==> config.mk <==
export PLATFORM = sky130hd
export DESIGN_NAME = intr_ack_sequencer
export DESIGN_NICKNAME = d
export VERILOG_FILES = /design/src/rtl/intr_ack_sequencer.sv
export SDC_FILE = /design/constraint.sdc
export NUM_CORES = 1
export LEC_CHECK = 0
export ABC_AREA = 1
export CAP_MARGIN = 20
export CORE_MARGIN = 2
export CORE_UTILIZATION = 49
export CTS_CLUSTER_SIZE = 28
export DETAILED_ROUTE_END_ITERATION = 12
export PLACE_DENSITY = 0.85
export SYNTH_ARGS = -nofsm -noshare
export SYNTH_HDL_FRONTEND = slang
export SYNTH_SLANG_ARGS = --single-unit
==> constraint.sdc <==
create_clock -name clk -period 3.45 [get_ports clk]
set_input_delay 0.69 -clock clk [delete_from_list [all_inputs] [get_ports clk]]
set_output_delay 0.69 -clock clk [all_outputs]
set_load 0.05 [all_outputs]
==> src/rtl/intr_ack_sequencer.sv <==
// -----------------------------------------------------------------------------
// intr_ack_sequencer
//
// Purpose:
//   Runs the CPU interrupt-acknowledge cycle for an 8259A-compatible interrupt
//   controller. It raises INT toward the CPU and counts INTA pulses: two in
//   8086 mode, three in 8080/85 mode. On the first INTA it latches the winning
//   level and pulses the in-service set. During the INTA low phases it drives
//   the CALL opcode, the vector, or the call-address bytes. When automatic EOI
//   is enabled, it pulses the in-service clear once the cycle ends.
//
// Ports:
//   clk                         system clock
//   reset                       synchronous, active-high reset
//   int_request                 resolver has an unmasked request that wins
//   highest_priority_interrupt  one-hot winning level from the resolver
//   inta_n                      CPU interrupt acknowledge (active low)
//   mode_8086                   1 = 8086 (2 INTA), 0 = 8080/85 (3 INTA)
//   aeoi                        automatic EOI enabled
//   vector_base                 T7-T3 of the 8086 vector
//   call_addr_low               A7-A5 of the 8080 CALL address
//   call_addr_high              A15-A8 of the 8080 CALL address
//   adi                         call address interval: 1 = 4 bytes, 0 = 8
//   int_out                     INT pin to the CPU
//   acknowledge                 high from the first INTA fall to sequence end
//   isr_set                     one-cycle one-hot in-service set pulse
//   eoi_clear                   one-cycle one-hot automatic EOI clear pulse
//   data_out / data_out_en      byte and enable for the data bus buffer
//   acked_level                 level latched at the first INTA
//   state_dbg                   current FSM state, for observation
//
// Handshake: inta_n is sampled on clk. All decisions are taken on single-cycle
// fall/rise strobes, which compare the live pin with its one-cycle-old copy.
// -----------------------------------------------------------------------------
module intr_ack_sequencer #(
    parameter int NUM_IRQ = 8
) (
    input  logic               clk,
    input  logic               reset,
    input  logic               int_request,
    input  logic [NUM_IRQ-1:0] highest_priority_interrupt,
    input  logic               inta_n,
    input  logic               mode_8086,
    input  logic               aeoi,
    input  logic [4:0]         vector_base,
    input  logic [2:0]         call_addr_low,
    input  logic [7:0]         call_addr_high,
    input  logic               adi,
    output logic               int_out,
    output logic               acknowledge,
    output logic [NUM_IRQ-1:0] isr_set,
    output logic [NUM_IRQ-1:0] eoi_clear,
    output logic [7:0]         data_out,
    output logic               data_out_en,
    output logic [2:0]         acked_level,
    output logic [2:0]         state_dbg
);

    typedef enum logic [2:0] {
        IDLE  = 3'd0,
        REQ   = 3'd1,
        ACK1  = 3'd2,
        WAIT2 = 3'd3,
        ACK2  = 3'd4,
        WAIT3 = 3'd5,
        ACK3  = 3'd6,
        DONE  = 3'd7
    } state_t;

    localparam logic [NUM_IRQ-1:0] ONE_HOT_BASE = 1;
    localparam logic [7:0]         CALL_OPCODE  = 8'hCD;

    state_t             state_q;
    logic               inta_q;
    logic               spurious_q;
    logic               int_out_q;
    logic               ack_q;
    logic [NUM_IRQ-1:0] isr_set_q;
    logic [NUM_IRQ-1:0] eoi_clear_q;
    logic [7:0]         data_q;
    logic               data_en_q;
    logic [2:0]         level_q;

    logic               fall;
    logic               rise;
    logic [2:0]         win_level_d;
    logic               win_valid_d;
    logic [7:0]         byte2_d;

    assign fall = inta_q & ~inta_n;
    assign rise = ~inta_q & inta_n;

    // Lowest set bit wins. An empty resolver output means the request
    // vanished before INTA, which is a spurious cycle reported as level 7.
    always_comb begin
        win_level_d = 3'd7;
        win_valid_d = 1'b0;
        for (int i = NUM_IRQ - 1; i >= 0; i--) begin
            if (highest_priority_interrupt[i]) begin
                win_level_d = 3'(i);
                win_valid_d = 1'b1;
            end
        end
    end

    // The second byte depends on the mode: the 8086 vector, or the low
    // CALL address byte with its 4- or 8-byte interval.
    always_comb begin
        byte2_d = {vector_base, level_q};
        if (!mode_8086) begin
            if (adi) begin
                byte2_d = {call_addr_low, level_q, 2'b00};
            end else begin
                byte2_d = {call_addr_low[2:1], level_q, 3'b000};
            end
        end
    end

    always_ff @(posedge clk) begin
        if (reset) begin
            state_q     <= IDLE;
            inta_q      <= 1'b1;
            spurious_q  <= 1'b0;
            int_out_q   <= 1'b0;
            ack_q       <= 1'b0;
            isr_set_q   <= '0;
            eoi_clear_q <= '0;
            data_q      <= 8'h00;
            data_en_q   <= 1'b0;
            level_q     <= 3'd0;
        end else begin
            inta_q      <= inta_n;
            isr_set_q   <= '0;
            eoi_clear_q <= '0;
            case (state_q)
                IDLE: begin
                    int_out_q <= 1'b0;
                    data_en_q <= 1'b0;
                    data_q    <= 8'h00;
                    if (int_request) begin
                        int_out_q <= 1'b1;
                        state_q   <= REQ;
                    end
                end
                REQ: begin
                    // An INTA fall takes priority over a request withdrawn
                    // in the same cycle: the CPU has already committed.
                    if (fall) begin
                        level_q    <= win_level_d;
                        spurious_q <= ~win_valid_d;
                        isr_set_q  <= win_valid_d ? (ONE_HOT_BASE << win_level_d) : '0;
                        ack_q      <= 1'b1;
                        int_out_q  <= 1'b0;
                        if (!mode_8086) begin
                            data_q    <= CALL_OPCODE;
                            data_en_q <= 1'b1;
                        end
                        state_q <= ACK1;
                    end else if (!int_request) begin
                        int_out_q <= 1'b0;
                        state_q   <= IDLE;
                    end
                end
                ACK1: begin
                    if (rise) begin
                        data_en_q <= 1'b0;
                        data_q    <= 8'h00;
                        state_q   <= WAIT2;
                    end
                end
                WAIT2: begin
                    if (fall) begin
                        data_en_q <= 1'b1;
                        data_q    <= byte2_d;
                        state_q   <= ACK2;
                    end
                end
                ACK2: begin
                    if (rise) begin
                        data_en_q <= 1'b0;
                        data_q    <= 8'h00;
                        if (mode_8086) begin
                            ack_q       <= 1'b0;
                            eoi_clear_q <= (aeoi && !spurious_q) ? (ONE_HOT_BASE << level_q) : '0;
                            state_q     <= DONE;
                        end else begin
                            state_q <= WAIT3;
                        end
                    end else begin
                        data_q <= byte2_d;
                    end
                end
                WAIT3: begin
                    if (fall) begin
                        data_en_q <= 1'b1;
                        data_q    <= call_addr_high;
                        state_q   <= ACK3;
                    end
                end
                ACK3: begin
                    if (rise) begin
                        data_en_q   <= 1'b0;
                        data_q      <= 8'h00;
                        ack_q       <= 1'b0;
                        eoi_clear_q <= (aeoi && !spurious_q) ? (ONE_HOT_BASE << level_q) : '0;
                        state_q     <= DONE;
                    end else begin
                        data_q <= call_addr_high;
                    end
                end
                DONE: begin
                    state_q <= IDLE;
                end
                default: begin
                    state_q <= IDLE;
                end
            endcase
        end
    end

    assign int_out     = int_out_q;
    assign acknowledge = ack_q;
    assign isr_set     = isr_set_q;
    assign eoi_clear   = eoi_clear_q;
    assign data_out    = data_q;
    assign data_out_en = data_en_q;
    assign acked_level = level_q;
    assign state_dbg   = state_q;

endmodule

## Yosys cells after proc, flatten, opt, wreduce, memory -nomap -nowiden

Index checks and enable logic that the tools add are counted.
Widths: inputs -> output; s select.

| storage, ports and cells | value |
|---|---|
| bits in registers | 35 |
| input bits | 31 |
| output and inout port bits | 33 |
| word-level logic and storage cells | 106 |

| operators by class | value |
|---|---|
| equality and inequality tests | 19 |
| shift-type cells | 2 |
| muxes and demuxes | 52 |
| bitwise operators | 7 |
| reductions and logical operators | 16 |

Operators with widths:

| cell | count |
|---|---|
| $mux 8 | 12 |
| $pmux 8 s7 | 1 |
| $mux 3 | 14 |
| $pmux 3 s8 | 1 |
| $mux 1 | 18 |
| $ne 2x2->1 const B | 9 |
| $pmux 8 s2 | 1 |
| $shl 1x3->8 const A | 2 |
| $eq 3x3->1 const B | 4 |
| $reduce_and 5->1 | 2 |
| $reduce_and 7->1 | 1 |
| $reduce_bool 7->1 | 1 |
| $eq 3x2->1 const B | 2 |
| $mux 6 | 1 |
| $reduce_and 6->1 | 1 |
| $not 1->1 | 5 |
| $ne 2x1->1 const B | 2 |
| $pmux 1 s4 | 1 |
| $reduce_and 2->1 | 2 |
| $reduce_bool 4->1 | 1 |
| $reduce_or 4->1 | 1 |
| $eq 3x1->1 const B | 1 |
| $logic_not 3->1 | 1 |
| $ne 3x3->1 const B | 1 |
| 10 further kinds | 11 |

## Depth between registers and ports, before layout

| depth | value |
|---|---|
| word-level depth | 10 |
| gate-level depth with buffers | 10 |
| gate-level depth less buffers | 9 |

## Least setup slack after synthesis

No wires, ideal clock.

| path | value |
|---|---|
| kind | reg2reg |
| start | register state_q[1] (netlist: state_dbg[1]) |
| end | register data_q[0] (netlist: data_out[0]) |
| setup time | 0.140 ns |
| data arrival time | 1.470 ns |
| required time | 3.310 ns |
| path slack | 1.839 ns |
| stages on the path, launching flop included | 9 |
| buffers on the path | 1 |
| clock period less this slack | 1.611 ns |
| cell sequence | dfxtp_1 -> buf_6 -> inv_2 -> nor2_1 -> nand3_1 -> nand2_4 -> nor2_8 -> nand2_1 -> a21oi_2 |

| between the ends | value |
|---|---|
| word-level cells in the longest chain between the ends | 3 |
| elaborated cells between the ends (all ways) | 15 |
| those cells by class | 11 x eq/ne; 1 x mux; 3 x reduce/logical |

RTL lines:

| element | line | source |
|---|---|---|
| from (decl) | 73 | `state_t state_q;` |
| from (signal assigned) | 121 | `state_q <= IDLE;` |
| from (signal assigned) | 142 | `state_q <= REQ;` |
| from (signal assigned) | 158 | `state_q <= ACK1;` |
| $eq 3x3->1, or another cell as far along | 135 | `case (state_q)` |
| $reduce_bool 7->1 (no source line) / $ne 2x2->1 (equally long branches) | - |  |
| $reduce_and 6->1 (no source line) | - |  |
| to (signal assigned) | 174 | `data_q <= byte2_d;` |
| to (signal assigned) | 190 | `data_q <= byte2_d;` |
| to (signal assigned) | 196 | `data_q <= call_addr_high;` |
| to (decl) | 80 | `logic [7:0] data_q;` |

Several ways; a longest one is shown, not always the timed one.
A chain may end at the register's enable or synchronous reset.

## Worst setup path in the final report

| path | value |
|---|---|
| start | register state_q[2] (netlist: state_dbg[2]) |
| end | output port state_dbg[2] |

RTL lines:

| element | line | source |
|---|---|---|
| to (decl) | 56 | `output logic [2:0] state_dbg` |

No word-level cell between the ends.

==> flow_summary.toml <==
[status]
status = "finished clean"

[setup_path]
crit_fanout = 11
rrSetupSlack_ns = 1.81
start_kind = "flip-flop"
arrival_ns = 1.83
worstRegToRegCells = 8
crit_family = "buffers and inverters"
startpoint = "state_dbg[2]"
crit_buf_inv = 1
path_depth = 1
required_ns = 2.76
cpPeakStageDelay_ns = 0.90
crit_path_cell_trace = "clkdlybuf4s50_1"
end_kind = "output port"
crit_slowest_cell = "clkdlybuf4s50_1"
critPathCapture = "state_dbg[2]"
reg2reg_from = "state_dbg[2]"
path_class = "flip-flop to output port"
r2r-end = "data_out[6]"

[logic_synthesis]
seq_area_frac_synth_pct = 36.43
yosys_warnings = 0
syn_nets = 308
synth_area_leaders = "dfxtp_1 36%, nand2_1 13%, nor2_1 8.6%"
ys_ff_latch = 35
syn_avg_cell_area_um2 = 6.943
synthCells = 277
synth.distinct_cells = 31
synth_top_cell_area_share_pct = 36.43
synth.largest_area_cell = "dfxtp_1"
synth_area_um2 = 1923

[die]
die_w_um = 66.65
coreArea_um2 = 3716
ios = 64
row_count = 22
die_y_um = 66.65
die-area_um2 = 4442
start_util_pct = 51.75

[route]
vias_per_cell = 4.913
vias = 1921
drc = 0
drt-total-wl_um = 4762
drtPass1Iterations = 4
wl_per_cell_um = 12.18
first_iter_violations = 128
postRouteAntennaNets = 0

[pwr]
p_clk_share_pct = 18.3
swShare_pct = 46.12
p_int_uw = 872.0
total_power_uw = 1618
ir_drop_mv = 0.3166
combPwrFrac_pct = 50.2
powerDensity_nw_per_um2 = 607.8
switchingPower_uw = 746.4
p_leak_uw = 0.001163
seqPwrFrac_pct = 31.5

[clock_network]
cts_setup_buffers = 0
cts_made_buffers = 5
cts_tree = "yes"
cts_resized = 0
root_buffer = "clkbuf_8"
numClockSinks = 35
insertion_delay_ns = 0.29
clk_pin_slew_ns = 0.07
htreeDepth = 2
cts_buffer_depth = 2
hold_buffers = 0

[global_routing]
antenna_found_initial = 0
grt_pass1_vias = 1787
grt-ovfl-total = 0
grt_pass1_wl_um = 8100
track_usage_pct = 23.76
grt_max_degree = 15

[sta]
skew_ns = 0.003940
fmax_ghz = 0.3972
fin_crit_ns = 2.518
rsz0062_at_grt = "no"
min_period_over_period_pct = 72.98
finalMaxSlewViolations = 0
slew_headroom_pct = 51.72
fin_tns_setup_ns = 0
hold_viol_final = 0
setup_viol = 0
whs_ns = 0.4774
max_slew.worst_pin.slew_ns = 0.7220

[final_layout]
final_cells = 391
antenna_cells = 0
final_layout_size_suffix_gt1_share_pct = 13.99
final_nets = 373
areaGrowthSynthToFinish_pct = 38.45
final_core_util_pct = 71.65

[placed_design]
hpwl_um = 3664
gp_congestion = 0.8823
io_buffers = 63
dp.cells = 383

[min_path]
worstHoldPathType = "flip-flop to flip-flop"

[job]
max_cap_viol_count = 0
==> synthesized netlist by cell type <==
| library cell | n |
|---|---|
| a21oi_1 | 9 |
| nand4_1 | 5 |
| o21ai_1 | 10 |
| nand2_4 | 6 |
| inv_2 | 6 |
| o21bai_1 | 1 |
| a21oi_2 | 8 |
| a211oi_1 | 1 |
| nand2_2 | 5 |
| clkinv_2 | 1 |
| nor2_8 | 1 |
| buf_1 | 1 |
| nand3_4 | 1 |
| nand3_1 | 25 |
| inv_4 | 2 |
| dfxtp_1 | 35 |
| nor2_4 | 2 |
| buf_6 | 3 |
| nand2_8 | 1 |
| nand3b_1 | 2 |
| nand2_1 | 68 |
| buf_2 | 2 |
| o21ai_0 | 7 |
| nor3_1 | 1 |
| nand3_2 | 2 |
| nand4_2 | 1 |
| nor2_2 | 1 |
| o21ai_2 | 1 |
| inv_1 | 24 |
| nor2_1 | 44 |
| or2_2 | 1 |
==> cells in the final DEF (no fill, tap or decap), drive strengths merged <==
| master | count |
|---|---|
| clkinv | 2 |
| nand3 | 28 |
| clkinvlp | 2 |
| nor2 | 48 |
| o21ai | 18 |
| clkbuf | 5 |
| or2 | 1 |
| nand2 | 80 |
| nand4 | 6 |
| buf | 1 |
| o21bai | 1 |
| dfxtp | 35 |
| clkdlybuf4s50 | 63 |
| a211oi | 1 |
| a21oi | 17 |
| nand3b | 2 |
| inv | 32 |
| nor3 | 1 |
==> worst min path at each step <==
| stage | slack, ns | startpoint | endpoint | cells past startpoint |
|---|---|---|---|---|
| global placement | 0.45 | data_out_en | data_out_en | 2 |
| detailed placement | 0.47 | int_out | int_out | 2 |
| finish | 0.48 | int_out | int_out | 2 |
| global route | 0.51 | int_out | int_out | 2 |
| CTS | 0.48 | int_out | int_out | 2 |
| floorplan | 0.48 | spurious_q | spurious_q | 2 |
==> per-stage QoR <==
| stage | instance area [µm²] | setup WS, ns |
|---|---|---|
| 2_1_floorplan | 1923 | 1.839 |
| 3_3_place_gp | 2574 | 1.152 |
| 3_5_place_dp | 2574 | 1.065 |
| 4_1_cts | 2663 | 0.9290 |
| 5_1_grt | 2663 | 0.8709 |
| 6_report | 2663 | 0.9323 |
==> sequential cells by signal, summed over array words and instances, names as in the netlist <==
name	flops
acked_level	3
int_out	1
inta_q	1
isr_set	8
acknowledge	1
data_out_en	1
data_out	8
state_dbg	3
eoi_clear	8
spurious_q	1
==> routing by layer <==
metal  global-route usage, %  routed length (µm)
met1                   30.71                2211
met5                       0                   0
met4                   8.418                  59
met2                   38.88                2271
met3                   5.068                 218
==> area by class of cell <==
cell class	instances	area [µm²]
Timing Repair Buffer	64	638.1
Inverter	33	130.1
Clock inverter	3	20.02
Tap cell	48	60.06
Sequential cell	35	700.7
Multi-Input combinational cell	203	1045
Clock buffer	5	68.82
Fill cell	328	1054
==> power by group through the flow <==
stage | Clock [µW] | Sequential (µW) | Combinational [µW]
after floorplan | 0 | 671 | 452
after global placement | 0 | 518 | 797
after detailed placement | 0 | 519 | 805
after CTS | 298 | 510 | 808
after global routing | 319 | 519 | 883
final | 296 | 510 | 813
==> cell families after synthesis <==
group,Yosys count,share of synthesized area [%]
and+or+nand+nor,166,42.68
buffers and inverters,39,9.238
AOI/OAI and AO/OA,37,11.65
DFF,35,36.43
Power figures use the tool's default switching activity.
==> edit 1 (same settings) <==
The parameter `NUM_IRQ` goes from 8 to 7.
--- a/src/rtl/intr_ack_sequencer.sv
+++ b/src/rtl/intr_ack_sequencer.sv
@@ -33,7 +33,7 @@
 // fall/rise strobes, which compare the live pin with its one-cycle-old copy.
 // -----------------------------------------------------------------------------
 module intr_ack_sequencer #(
-    parameter int NUM_IRQ = 8
+    parameter int NUM_IRQ = 7
 ) (
     input  logic               clk,
     input  logic               reset,
Ports: changed (resized eoi_clear, highest_priority_interrupt and isr_set); port bits go from 64 to 61. No check against the original RTL was run, so the function may have changed too.
==> edit 1 against the original RTL <==
  * Register-to-register slack improved by 0.04 ns
  * Setup slack better by 0.018 ns
  * Sequential cell count fell by 2
  * Die area is 6.1% lower
  * Final area fell by 5.7%
  * Critical path type unchanged
  * Core utilization down 2.0 points
  * First-iteration DRC count decreased by 19%
  * Critical endpoint is now state_dbg[1]
  * Synthesized area decreased by 6.4%
  * Synthesized cell count decreased by 1.8%
  * Total power fell by 8.9%
  * Wire length down 11%
==> edit 1: results (changes against the original RTL) <==
grt_max_degree: 13  # was 15
cp.arrival_ns: 1.81  # was 1.83 ns
synth_nets: 302  # was 308
drt-initial-drc-count: 104  # was 128
startpoint: "state_dbg[1]$_SDFFE_PP0P_"  # was state_dbg[2]$_SDFFE_PP0P_
finalNetCount: 362  # was 373
r2r-end: "data_out[2]$_SDFFE_PP0P_"  # was data_out[6]$_SDFFE_PP0P_
antenna_found_initial: 0  # unchanged
finClkSkew_ns: 0.00972  # was 0.00394 ns
track_usage: 0.212  # was 0.238
portBuffers: 60  # was 63
netlist_top_cells_count: "nand2_1 (80), nor2_1 (42), dfxtp_1 (33), inv_1 (24), nand3_1 (24)"  # was nand2_1 (68), nor2_1 (44), dfxtp_1 (35), nand3_1 (25), inv_1 (24)
nFillCells: 301  # was 328
hold_path_class: "reg -> reg"  # unchanged
async_flop_share: 0  # unchanged
hold_end: "int_out$_SDFFE_PP0P_"  # unchanged
worstPathMaxFanout: 10  # was 11
endpoint: "state_dbg[1]"  # was state_dbg[2]
yosys-top-cells-area: "dfxtp_1 (37%), nand2_1 (17%), nor2_1 (8.8%)"  # was dfxtp_1 (36%), nand2_1 (13%), nor2_1 (8.6%)
intPower_mw: 0.844  # was 0.872 mW
insertion_delay_ns: 0.28
wl_microns: 4240  # was 4760 microns
num_vias: 1875  # was 1921
drive_gt1_frac: 0.0841  # was 0.140
clk_pin_slew_ns: 0.07  # about the same
ir_worst_vdd_uv: 447  # was 317 uV
hold_depth: 2  # unchanged
grt_pass1_wl_microns: 6830  # was 8100 microns
place.gp.congestion: 0.860  # was 0.882
largest_reg_flops: 8
first_pass_iters: 4  # unchanged
worstHoldStart: "int_out$_SDFFE_PP0P_"  # unchanged
slew_headroom: 0.665  # was 0.517
r2r_start: "state_dbg[1]$_SDFFE_PP0P_"  # was state_dbg[2]$_SDFFE_PP0P_
cts_setup_buffers: 0  # unchanged
ctsLongestPathBuffers: 2  # unchanged
max_stage_delay_ns: 0.90  # about the same
cts_buffers: 5  # unchanged
rrSetupSlack_ns: 1.85  # was 1.81 ns
critPathSlowestCell: "clkdlybuf4s50_1"  # unchanged
total_leakage_power_nw: 1.15  # was 1.16 nW
status: "complete, no violations"  # unchanged
dpl.hpwl_microns: 3290  # was 3660 microns
yosysUniqueCellTypes: 28  # was 31
yosysSeqAreaShare: 0.367  # was 0.364
cp_top_family: "buffers and inverters"  # unchanged
grt_pass1_vias: 1610  # was 1787
==> edit 1: cells by family after synthesis <==
logic type             Yosys count  synth area share
flip-flops                      33             0.367
AO/OA/AOI/OAI                   35             0.104
buffers and inverters           37            0.0925
AND/OR/NAND/NOR                167             0.436
==> edit 1: power groups by stage <==
| stage | clock, mW | combinational (mW) | sequential (mW) |
|---|---|---|---|
| 2_1_floorplan | 0 | 0.363 | 0.625 |
| 3_3_place_gp | 0 | 0.651 | 0.502 |
| 3_5_place_dp | 0 | 0.661 | 0.503 |
| 4_1_cts | 0.316 | 0.664 | 0.495 |
| 5_1_grt | 0.337 | 0.716 | 0.503 |
| 6_report | 0.314 | 0.665 | 0.496 |
==> edit 1: area by class of cell <==
| type | instances | area (sq um) | area share |
|---|---|---|---|
| Inverter | 30 | 115 | 0.0459 |
| Timing Repair Buffer | 60 | 601 | 0.239 |
| Multi-Input combinational cell | 202 | 972 | 0.387 |
| Tap cell | 48 | 60.1 | 0.0239 |
| Clock inverter | 1 | 5.00 | 0.00199 |
| Sequential cell | 33 | 661 | 0.263 |
| Clock buffer | 7 | 96.3 | 0.0384 |
==> edit 1: routing by layer <==
metal	wire, microns	track usage
met1	1740	0.260
met4	52	0.0904
met5	0	0
met2	2140	0.363
met3	303	0.0382
==> edit 1: per-stage QoR <==
stage / hold slack (ns) / setup WS (ns) / power, mW / area [sq um] / cells
2_1_floorplan: 0.494 / 1.86 / 0.988 / 1800 / 272
3_3_place_gp: 0.454 / 1.19 / 1.15 / 2410 / 373
3_5_place_dp: 0.458 / 1.10 / 1.16 / 2410 / 373
4_1_cts: 0.473 / 0.947 / 1.48 / 2510 / 381
5_1_grt: 0.498 / 0.902 / 1.56 / 2510 / 381
6_report: 0.469 / 0.950 / 1.48 / 2510 / 381
==> edit 2 (same settings) <==
Without the edit above. Make the reset (`reset`) asynchronous in one clocked block. Comments in the files are not updated.
--- a/src/rtl/intr_ack_sequencer.sv
+++ b/src/rtl/intr_ack_sequencer.sv
@@ -116,7 +116,7 @@
         end
     end
 
-    always_ff @(posedge clk) begin
+    always_ff @(posedge clk or posedge reset) begin
         if (reset) begin
             state_q     <= IDLE;
             inta_q      <= 1'b1;
Function: differs if reset is asserted again (counterexample within 4 cycles, from zero or initial values and one cycle with reset high); with reset held inactive, the same outputs for 10 cycles.
==> edit 2 against the original RTL <==
  * Core utilization is 0.81 points higher
  * Setup slack improved by 0.015 ns
  * Synthesized area increased by 1.8%
  * Register-to-register slack worse by 0.06 ns
  * Sequential cell count unchanged
  * Die area increased by 1.7%
  * Final area is 1.9% higher
  * Largest cell class unchanged
  * Critical endpoint unchanged
  * Count of clock-buffer cells in the layout rose by 1
  * Final cell count is 1.0% higher
  * Highest routed layer unchanged
  * Total power up 26%
  * Wire length decreased by 1.4%
==> edit 2: results (changes against the original RTL) <==
cp.arrival_ns: 1.81  # was 1.83 ns
slew_headroom: 0.660  # was 0.517
finClkSkew_ns: 0.00344  # was 0.00394 ns
synthCells: 281  # was 277
wl_per_cell_microns: 11.9  # was 12.2 microns
yosysUniqueCellTypes: 22  # was 31
first_pass_iters: 5  # was 4
route.layer.met1.wl_microns: 2000  # was 2210 microns
routed-wl-met2_microns: 2220  # was 2270 microns
grt_pass1_wl_microns: 7510  # was 8100 microns
grt_max_degree: 36  # was 15
worstPathMaxFanout: 15  # was 11
total_leakage_power_nw: 1.41  # was 1.16 nW
track_usage: 0.222  # was 0.238
synth-compound-area-share: 0.0639  # was 0.116
viasPerCell: 4.98  # was 4.91
drive_gt1_frac: 0.0692  # was 0.140
synth_nets: 312  # was 308
nFillCells: 327  # was 328
ys.flop_type: "dfrtp_1"  # was dfxtp_1
gr-usage-met3: 0.0650  # was 0.0507
finalNetCount: 378  # was 373
netlist_top_cells_count: "nand2_1 (108), nor2_1 (42), dfrtp_1 (34), inv_1 (25), nand3_1 (25)"  # was nand2_1 (68), nor2_1 (44), dfxtp_1 (35), nand3_1 (25), inv_1 (24)
synthXorXnorAreaFrac: 0  # unchanged
ir_worst_vdd_uv: 360  # was 317 uV
dpl_cell_area_sq_um: 2630  # was 2570 sq um
drt-initial-drc-count: 156  # was 128
dp.cells: 388  # was 383
use_met1: 0.274  # was 0.307
yosys-top-cells-area: "dfrtp_1 (43%), nand2_1 (21%), nor2_1 (8.1%)"  # was dfxtp_1 (36%), nand2_1 (13%), nor2_1 (8.6%)
async_flop_share: 1.00  # was 0
grt_pass1_vias: 1708  # was 1787
status: "complete, no violations"  # unchanged
use_met2: 0.364  # was 0.389
place.gp.congestion: 0.942  # was 0.882
swShare: 0.493  # was 0.461
seq_power_mw: 0.618  # was 0.510 mW
multi_input_area_sq_um: 941  # was 1040 sq um
met3WireLength_microns: 395  # was 218 microns
comb-power_mw: 1.12  # was 0.813 mW
==> edit 2: final timing paths <==
| check | startpoint | end | slack [ns] | cells after the start |
|---|---|---|---|---|
| min in group asynchronous | reset | data_out[5]$_DFFE_PP0P_ | 0.80 | 3 |
| worst max register to register | state_dbg[1]$_DFFE_PP0P_ | data_out[1]$_DFFE_PP0P_ | 1.75 | 8 |
| max in group asynchronous | reset | inta_q$_DFF_PP1_ | 2.32 | 3 |
| worst min-delay path | data_out[6]$_DFFE_PP0P_ | data_out[6]$_DFFE_PP0P_ | 0.51 | 2 |
| worst min register to register | data_out[6]$_DFFE_PP0P_ | data_out[6]$_DFFE_PP0P_ | 0.51 | 2 |
| worst max-delay path | state_dbg[2]$_DFFE_PP0P_ | state_dbg[2] | 0.95 | 1 |
==> edit 2: final cells by class <==
type	count	area share
clock inverter	1	0.00185
multi-input combinational	212	0.347
inverter	29	0.0401
clock buffer	6	0.0304
sequential	35	0.323
tap	48	0.0221
timing repair buffer	64	0.235
